**config.mk**
```make
export PLATFORM = sky130hd
export DESIGN_NAME = serdiv_radix
export DESIGN_NICKNAME = d
export VERILOG_FILES = /design/src/rtl/serdiv_radix.sv
export SDC_FILE = /design/constraint.sdc
export NUM_CORES = 1
export LEC_CHECK = 0
export CORE_UTILIZATION = 39
export CTS_BUF_LIST = sky130_fd_sc_hd__clkbuf_2 sky130_fd_sc_hd__clkbuf_4 sky130_fd_sc_hd__clkbuf_8
export DETAILED_ROUTE_END_ITERATION = 6
export PLACE_DENSITY = 0.54
export SKIP_LAST_GASP = 1
export SLEW_MARGIN = 30
export SYNTH_ARGS = -nofsm -noshare
export SYNTH_HDL_FRONTEND = slang
export SYNTH_SLANG_ARGS = --single-unit
```
**constraint.sdc**
```tcl
create_clock -name clk_i -period 9.55 [get_ports clk_i]
set_input_delay 1.4325 -clock clk_i [delete_from_list [all_inputs] [get_ports clk_i]]
set_output_delay 1.4325 -clock clk_i [all_outputs]
set_load 0.01 [all_outputs]
```
**src/rtl/serdiv_radix.sv**
```systemverilog
// Radix-2^BITS_PER_CYCLE restoring serial divider (udiv/div/urem/rem, RV64 word ops).
// Optional SERDIV_RADIX_FASTPATH_EN: divide-by-zero and signed overflow skip the iterations.
module serdiv_radix #(
    parameter int WIDTH          = 64,
    parameter int BITS_PER_CYCLE = 2,
    parameter int TRANS_ID_BITS  = 3
) (
    input  logic                     clk_i,
    input  logic                     rst_ni,
    input  logic [TRANS_ID_BITS-1:0] id_i,
    input  logic [WIDTH-1:0]         op_a_i,
    input  logic [WIDTH-1:0]         op_b_i,
    input  logic [1:0]               opcode_i,
    input  logic                     word_i,
    input  logic                     in_vld_i,
    output logic                     in_rdy_o,
    input  logic                     flush_i,
    output logic                     out_vld_o,
    input  logic                     out_rdy_i,
    output logic [TRANS_ID_BITS-1:0] id_o,
    output logic [WIDTH-1:0]         res_o
);
    localparam int CW     = $clog2(WIDTH);
    localparam int N32_M1 = 32 / BITS_PER_CYCLE - 1;
    localparam int NW_M1  = WIDTH / BITS_PER_CYCLE - 1;

    typedef enum logic [1:0] {IDLE, DIVIDE, FINISH} state_t;

    state_t                   state_reg, state_next;
    logic [CW-1:0]            cnt_reg;
    logic [WIDTH-1:0]         dvd_reg, dvs_reg, res_reg;
    logic [WIDTH:0]           rem_reg;
    logic [TRANS_ID_BITS-1:0] id_reg;
    logic                     rem_op_reg, q_neg_reg, r_neg_reg, word_reg;

    logic             load, iter, res_en;
    logic [WIDTH-1:0] res_next;

    // Operand conditioning at acceptance
    logic             word_eff, is_signed, a_neg, b_neg, div_zero, ovf;
    logic [WIDTH-1:0] a_ext, b_ext, a_mag, b_mag, min_neg, dvd_load;
    logic [CW-1:0]    n_m1;

    always_comb begin
        word_eff  = (WIDTH == 64) && word_i;
        is_signed = opcode_i[0];
        if (word_eff) begin
            a_ext   = is_signed ? WIDTH'($signed(op_a_i[31:0])) : WIDTH'(op_a_i[31:0]);
            b_ext   = is_signed ? WIDTH'($signed(op_b_i[31:0])) : WIDTH'(op_b_i[31:0]);
            min_neg = WIDTH'($signed(32'h8000_0000));
            n_m1    = CW'(N32_M1);
        end else begin
            a_ext   = op_a_i;
            b_ext   = op_b_i;
            min_neg = {1'b1, {(WIDTH-1){1'b0}}};
            n_m1    = CW'(NW_M1);
        end
        a_neg    = is_signed & a_ext[WIDTH-1];
        b_neg    = is_signed & b_ext[WIDTH-1];
        a_mag    = a_neg ? -a_ext : a_ext;
        b_mag    = b_neg ? -b_ext : b_ext;
        div_zero = (b_ext == '0);
        ovf      = is_signed && (a_ext == min_neg) && (b_ext == '1);
        // Word ops start with the 32-bit magnitude in the top half so MSB-first shifting works unchanged
        dvd_load = word_eff ? (a_mag << (WIDTH - 32)) : a_mag;
    end

    // BITS_PER_CYCLE restoring steps; quotient bits shift into the vacated low end of the dividend
    logic [WIDTH:0]   rem_it;
    logic [WIDTH-1:0] dvd_it, fin_val, fin_signed, fin_res;

    always_comb begin
        rem_it = rem_reg;
        dvd_it = dvd_reg;
        for (int i = 0; i < BITS_PER_CYCLE; i++) begin
            rem_it = {rem_it[WIDTH-1:0], dvd_it[WIDTH-1]};
            dvd_it = {dvd_it[WIDTH-2:0], 1'b0};
            if (rem_it >= {1'b0, dvs_reg}) begin
                rem_it    = rem_it - {1'b0, dvs_reg};
                dvd_it[0] = 1'b1;
            end
        end
        fin_val    = rem_op_reg ? rem_it[WIDTH-1:0] : dvd_it;
        fin_signed = (rem_op_reg ? r_neg_reg : q_neg_reg) ? -fin_val : fin_val;
        fin_res    = word_reg ? WIDTH'($signed(fin_signed[31:0])) : fin_signed;
    end

    always_comb begin
        state_next = state_reg;
        load       = 1'b0;
        iter       = 1'b0;
        res_en     = 1'b0;
        res_next   = fin_res;
        if (flush_i) begin
            state_next = IDLE;
        end else begin
            case (state_reg)
                IDLE: if (in_vld_i) begin
                    load       = 1'b1;
                    state_next = DIVIDE;
`ifdef SERDIV_RADIX_FASTPATH_EN
                    if (div_zero || ovf) begin
                        state_next = FINISH;
                        res_en     = 1'b1;
                        if (opcode_i[1])
                            res_next = div_zero ? (word_eff ? WIDTH'($signed(op_a_i[31:0])) : op_a_i) : '0;
                        else
                            res_next = div_zero ? '1 : min_neg;
                    end
`endif
                end
                DIVIDE: begin
                    iter = 1'b1;
                    if (cnt_reg == '0) begin
                        state_next = FINISH;
                        res_en     = 1'b1;
                    end
                end
                FINISH: if (out_rdy_i) state_next = IDLE;
                default: state_next = IDLE;
            endcase
        end
    end

    always_ff @(posedge clk_i or negedge rst_ni) begin
        if (!rst_ni) begin
            state_reg  <= IDLE;
            cnt_reg    <= '0;
            dvd_reg    <= '0;
            dvs_reg    <= '0;
            rem_reg    <= '0;
            res_reg    <= '0;
            id_reg     <= '0;
            rem_op_reg <= 1'b0;
            q_neg_reg  <= 1'b0;
            r_neg_reg  <= 1'b0;
            word_reg   <= 1'b0;
        end else begin
            state_reg <= state_next;
            if (load) begin
                cnt_reg    <= n_m1;
                dvd_reg    <= dvd_load;
                dvs_reg    <= b_mag;
                rem_reg    <= '0;
                id_reg     <= id_i;
                rem_op_reg <= opcode_i[1];
                // Divide-by-zero keeps the all-ones quotient unsigned-looking regardless of signs
                q_neg_reg  <= (a_neg ^ b_neg) & ~div_zero;
                r_neg_reg  <= a_neg;
                word_reg   <= word_eff;
            end
            if (iter) begin
                cnt_reg <= cnt_reg - 1'b1;
                dvd_reg <= dvd_it;
                rem_reg <= rem_it;
            end
            if (res_en) res_reg <= res_next;
        end
    end

    assign in_rdy_o  = (state_reg == IDLE) && !flush_i;
    assign out_vld_o = (state_reg == FINISH) && !flush_i;
    assign res_o     = res_reg;
    assign id_o      = id_reg;

endmodule

```
==> metrics, run 1 <==
outcome=finished clean; Hold Fails Final Rpt=0; H-tree levels=2; Sw Ratio=55.6%; Bufs and invs on worst path=4; static leakage power=around 0.014 µW; root buf cell=clkbuf_8; # DRC=0; Most used DFF post-synth=dfrtp_1; Yosys top cell area share=24.5%; Synth cell types=115; clk sink count=271; chip height=268 µm; vias in the first global route=28.0k; final setup TNS=0 ns; measured slew at the worst slew-check pin=1.03 ns; P_sw=6010 µW; combinational power share=72.5%; mean post-synth cell area=7.32 µm²; drt pass-1 iters=6; clock-pin slew on the worst setup and hold paths=roughly 0.06 ns; Max FO, Critical Path=34; Layout Cells excl Fill=4921; Synth async-reset ratio=between 90% and 100%; clock buffer depth=3; pwr/cell area=336 nW/µm²; Reg power frac=15.3%; cells after synthesis=3780; Crit path top cell by count=nand2_1; port buffer count=207; DR iter-0 viols=3324; crit start category=flip-flop; Slew HR=31.3%; placed cell area=31000 µm²; worst skew pair latency=0.72 ns; antenna violation net count after detailed routing=0; Die W=268 µm; HP Class=reg -> reg; row count=slightly below 100; share of cells above drive strength 1=8.09%; Final Util=a little under half; Worst EP required=about 10 ns; first-pass GRT wire length=roughly 190000 µm; drt total wl=126000 µm; design area=32100 µm²; # IOs=~210; die area=a little over 70000 µm²; #FFs+latches synth=271; min Tclk post-route=9.10 ns; Final period util=95.3%; fmax=110 MHz; CP Data Arrival Time=9.71 ns; CP max stage cell=nor4_1; largest cells by area after synthesis=dfrtp_1 25%, o21ai_0 7.6%, nand2_1 6.7%, ha_1 6.0%, a21oi_1 6.0%; CTS tree=done; fillers=7348; Hold Worst Slack=about 0.48 ns; # setup viols final=0; area of the core=70100 µm²; MaxCap Viol Count=0; Max VDD drop=approximately 0.00017 V; commonest non-fill, non-tap cell in the layout=nand2_1; Final Slew Violations=0; Syn Std Cell Area=27700 µm²; NumNets Final=4215; Starting Density=39.4%; GRT Residual Overflow=0; TritonCTS buffer count=52; kind of critical path=reg -> reg; Post-synth EDFFs=0; RSZ-0062 raised after global routing=no; total number of vias=~30k; Post-DP HPWL=100000 µm; Fin Clk Skew=0.0577 ns; CP peak stage delay=0.73 ns; Synth warnings=0; routability cong.=1.03; Synthesized Nets=4054; initial antenna violation count=4; WL per Instance=25.6 µm; total global-route track usage=roughly a third; kind of end point of the critical path=flip-flop; area grow syn2layout=16.2%; post-synth top area cell=dfrtp_1; placed cells=slightly below 5k; Post-CTS Hold Buffers=0; post-DR vias/cell=6.13; internal power=4800 µW; largest net degree at the start of global routing=97; commonest non-fill, non-tap cells in the layout=489 x nand2_1, 419 x o21ai_0, 379 x nor2_1; sequential area share after synthesis=24.5%; family with the most delay on the worst path=compound AO/OA/AOI/OAI gates; clock power share=12.2%
==> worst reg2reg max path: cells and delay by family (launching register included) <==
family	cells	cell delay [ns]
compound gates	12	3.22
xor+xnor	1	0.11
fa+ha+maj	3	1.00
buf+inv	4	0.69
flops	1	0.42
mux	2	0.97
simple gates	10	2.60
==> what timing repair did <==
action / in CTS / in global routing
setup buffers: 0 / 0
endpoints found under the setup margin: 0 / 12
resized for setup: 0 / 3
==> power by group through the flow <==
stage	logic, µW	registers [µW]	clock network (µW)
2_1_floorplan	4870	1510	0
6_report	7840	1660	1320
3_3_place_gp	7600	1660	0
4_1_cts	7590	1640	1340
3_5_place_dp	7550	1660	0
5_1_grt	8320	1680	1390
==> cell usage after synthesis (12+ instances only) <==
cell       count
or3_1         28
xor2_1        97
o41ai_1       13
o21ai_1       14
nor4_1        42
o31ai_1       44
a31oi_1       49
o21bai_1      16
xnor2_1      161
buf_1         12
buf_2         26
nand2_1      491
a211oi_1      42
or4_1         21
a22oi_1       58
a21o_1        78
clkbuf_1     174
dfrtp_1      271
nor3_1       103
and2_1        25
o211ai_1      34
nand4_1       67
o2111ai_1     14
inv_1        124
nand3_1      119
and3_1        24
a221oi_1      13
mux2i_1       64
nor2_1       380
o21ai_0      419
mux2_2        16
nand2b_1      16
ha_1         133
o21a_1        29
a21oi_1      329
==> cell families after synthesis <==
group / Yosys count / share of synthesized area [%]
muxes: 83 / 3.13
buffers and inverters: 357 / 5.43
adders and majority gates: 135 / 6.16
xor gates and xnor gates: 258 / 8.17
AOI/OAI and AO/OA: 1283 / 29.0
DFF: 271 / 24.5
and+or+nand+nor: 1393 / 23.6
==> through the flow <==
| stage | setup WS [ns] | total power, µW |
|---|---|---|
| finish | 0.446 | 10800 |
| detailed placement | 0.529 | 9210 |
| global route | 0.0241 | 11400 |
| floorplan | 1.05 | 6380 |
| global placement | 0.569 | 9250 |
| CTS | 0.502 | 10600 |
==> metal layers <==
| layer | vias up | wire, µm | GRT usage [%] |
|---|---|---|---|
| li1 | 14095 | - | - |
| met1 | 14384 | 56000 | 49.7 |
| met2 | 1450 | 52200 | 50.1 |
| met3 | 221 | 11200 | 6.21 |
| met4 | 0 | 6580 | 15.8 |
| met5 | - | 0 | 0 |
==> cell type report <==
type	instances	area [µm²]	area share [%]
Multi-Input combinational cell	3152	19400	60.5
Inverter	125	469	1.46
Timing Repair Buffer	339	3130	9.73
Tap cell	940	1180	3.66
Clock buffer	82	1010	3.14
Clock inverter	11	133	0.413
Sequential cell	271	6790	21.1
Antenna cell	1	2.50	0.00778
==> worst paths after layout <==
path,start,to,slack [ns],cells after the start
max,dvd_reg[63],res_o[56],0.45,32
min,cnt_reg[5],cnt_reg[5],0.48,1
max reg2reg,dvd_reg[63],res_o[56],0.45,32
min reg2reg,cnt_reg[5],cnt_reg[5],0.48,1
max in group asynchronous,rst_ni,dvs_reg[39],7.37,2
min in group asynchronous,rst_ni,res_o[44],0.80,1
Power figures use the tool's default switching activity.
==> run 2, diff against run 1 <==
--- a/config.mk
+++ b/config.mk
@@ -7,6 +7,7 @@
 export LEC_CHECK = 0
 export CORE_UTILIZATION = 39
 export CTS_BUF_LIST = sky130_fd_sc_hd__clkbuf_2 sky130_fd_sc_hd__clkbuf_4 sky130_fd_sc_hd__clkbuf_8
+export CTS_CLUSTER_DIAMETER = 100
 export DETAILED_ROUTE_END_ITERATION = 6
 export PLACE_DENSITY = 0.54
 export SKIP_LAST_GASP = 1
==> run 2 against run 1 <==
Net effect: the run now ends with DRC left; global-route usage hardly changed; die area unchanged; cell area up 0.13%; sequential share of layout area is essentially flat; clock power rose by 3%; sequential cell count stayed put; clock skew decreased by 0.0067 ns; combinational power barely moved; worst hold slack better by 0.00070 ns; utilization increased by 0.059 points; first-iteration DRC count up 5.1%.
==> metrics, run 2 (same netlist as run 1, synthesis figures left out) <==
static leakage power=0.0137 µW (about the same); initial antenna violation count=5 (was 4); drt total wl=126000 µm (about the same); routability cong.=1.03 (unchanged); Hold Worst Slack=0.476 ns (was 0.475 ns); design area=32200 µm² (was 32100 µm²); chip height=268 µm (unchanged); placed cell area=31000 µm² (unchanged); # DRC=2 (was 0); worst reg2reg path depth=26 (was 32); Max VDD drop=0.000170 V (about the same); vias in the first global route=28.0k (about the same); clock-pin slew on the worst setup and hold paths=0.06 ns (about the same); area grow syn2layout=16.4% (was 16.2%); port buffer count=207 (unchanged); Post-DP HPWL=100000 µm (unchanged); Max FO, Critical Path=34 (unchanged); # IOs=208 (unchanged); pwr/cell area=337 nW/µm² (was 336 nW/µm²); HP Class=reg -> reg (unchanged); total global-route track usage=34.7% (about the same); largest net degree at the start of global routing=97 (unchanged); clock buffer depth=3 (unchanged); root buf cell=clkbuf_8 (unchanged); crit start category=flip-flop (unchanged); area of the core=70100 µm² (unchanged); NumNets Final=4216 (was 4215); # setup viols final=0 (unchanged); share of cells above drive strength 1=8.14% (was 8.09%); Die W=268 µm (unchanged); H-tree levels=2 (unchanged); CP peak stage delay=0.85 ns (was 0.73 ns); min Tclk post-route=9.10 ns (about the same); die area=72000 µm² (unchanged); antenna violation net count after detailed routing=0 (unchanged); RSZ-0062 raised after global routing=no (unchanged); Slew HR=31.6% (was 31.3%); CP Data Arrival Time=9.71 ns (about the same); Final Slew Violations=0 (unchanged); Fin Clk Skew=0.0510 ns (was 0.0577 ns); post-DR vias/cell=6.12 (was 6.13); clk sink count=271 (unchanged); MaxCap Viol Count=0 (unchanged); GRT Residual Overflow=0 (unchanged); outcome=complete, but fails checks (was finished clean); Levels on crit path=26 (was 32); Final Util=45.9% (was 45.8%); Hold Crit Depth=1 (unchanged); total number of vias=30.1k (was 30.2k); final setup TNS=0 ns (unchanged); Post-CTS Setup Repair Bufs=0 (unchanged); CP max stage cell=nor3_4 (was nor4_1); kind of critical path=reg -> reg (unchanged); Starting Density=39.4% (unchanged); commonest non-fill, non-tap cells in the layout=489 x nand2_1, 419 x o21ai_0, 379 x nor2_1 (unchanged); Hold Fails Final Rpt=0 (unchanged); commonest non-fill, non-tap cell in the layout=nand2_1 (unchanged); failing checks=DRC; Worst EP required=10.15 ns (was 10.16 ns); worst skew pair latency=0.72 ns (about the same); fmax=110 MHz (about the same); CTS tree=done (unchanged); family with the most delay on the worst path=simple AND/OR/NAND/NOR gates (was compound AO/OA/AOI/OAI gates); row count=97 (unchanged); TritonCTS buffer count=53 (was 52); Final period util=95.3% (about the same); WL per Instance=25.6 µm (about the same); first-pass GRT wire length=186000 µm (about the same); Bufs and invs on worst path=2 (was 4); drt pass-1 iters=7 (was 6); kind of end point of the critical path=flip-flop (unchanged); measured slew at the worst slew-check pin=1.03 ns (about the same); DR iter-0 viols=3495 (was 3324)
## run 2: repair_timing
action,4_1_cts,5_1_grt
endpoints found under the setup margin,0,14
hold buffers,0,0
resized for setup,0,3
## run 2: layout make-up
| class | instances | area, µm² |
|---|---|---|
| well taps | 940 | 1180 |
| repair buffers | 339 | 3130 |
| inverters | 125 | 469 |
| multi-input cells | 3152 | 19400 |
| fillers | 7347 | 38000 |
| clock inverters | 13 | 168 |
| flip-flops and latches | 271 | 6790 |
| clock buffers | 82 | 1020 |
| diodes | 1 | 2.50 |
## run 2: report_power, final
| part | switching (µW) | internal (µW) | total (µW) |
|---|---|---|---|
| logic | 5120 | 2720 | 7840 |
| clock network | 593 | 763 | 1360 |
| registers | 301 | 1360 | 1660 |
| total | 6010 | 4840 | 10800 |
## run 2: worst paths after layout
check	slack, ns	to	from
min in group asynchronous	0.80	res_o[44]	rst_ni
max in group asynchronous	7.38	dvs_reg[63]	rst_ni
setup reg to reg	0.45	res_o[56]	dvs_reg[35]
setup / recovery	0.45	res_o[56]	dvs_reg[35]
hold / removal	0.48	cnt_reg[5]	cnt_reg[5]
hold reg to reg	0.48	cnt_reg[5]	cnt_reg[5]
## run 2: metrics by stage
stage	setup slack [ns]	std cells	total power, µW
4_1_cts	0.475	4922	10600
6_report	0.447	4923	10800
5_1_grt	0.00370	4923	11400
2_1_floorplan	1.05	3780	6380
3_3_place_gp	0.569	4826	9250
3_5_place_dp	0.529	4827	9210
## run 2: layer usage
layer | routed length [µm] | part of all wire, % | track usage (%)
met2 | 52200 | 41 | 50.1
met1 | 56300 | 45 | 49.9
met5 | 0 | 0 | 0
met4 | 6600 | 5.2 | 15.9
met3 | 10900 | 8.6 | 6.00
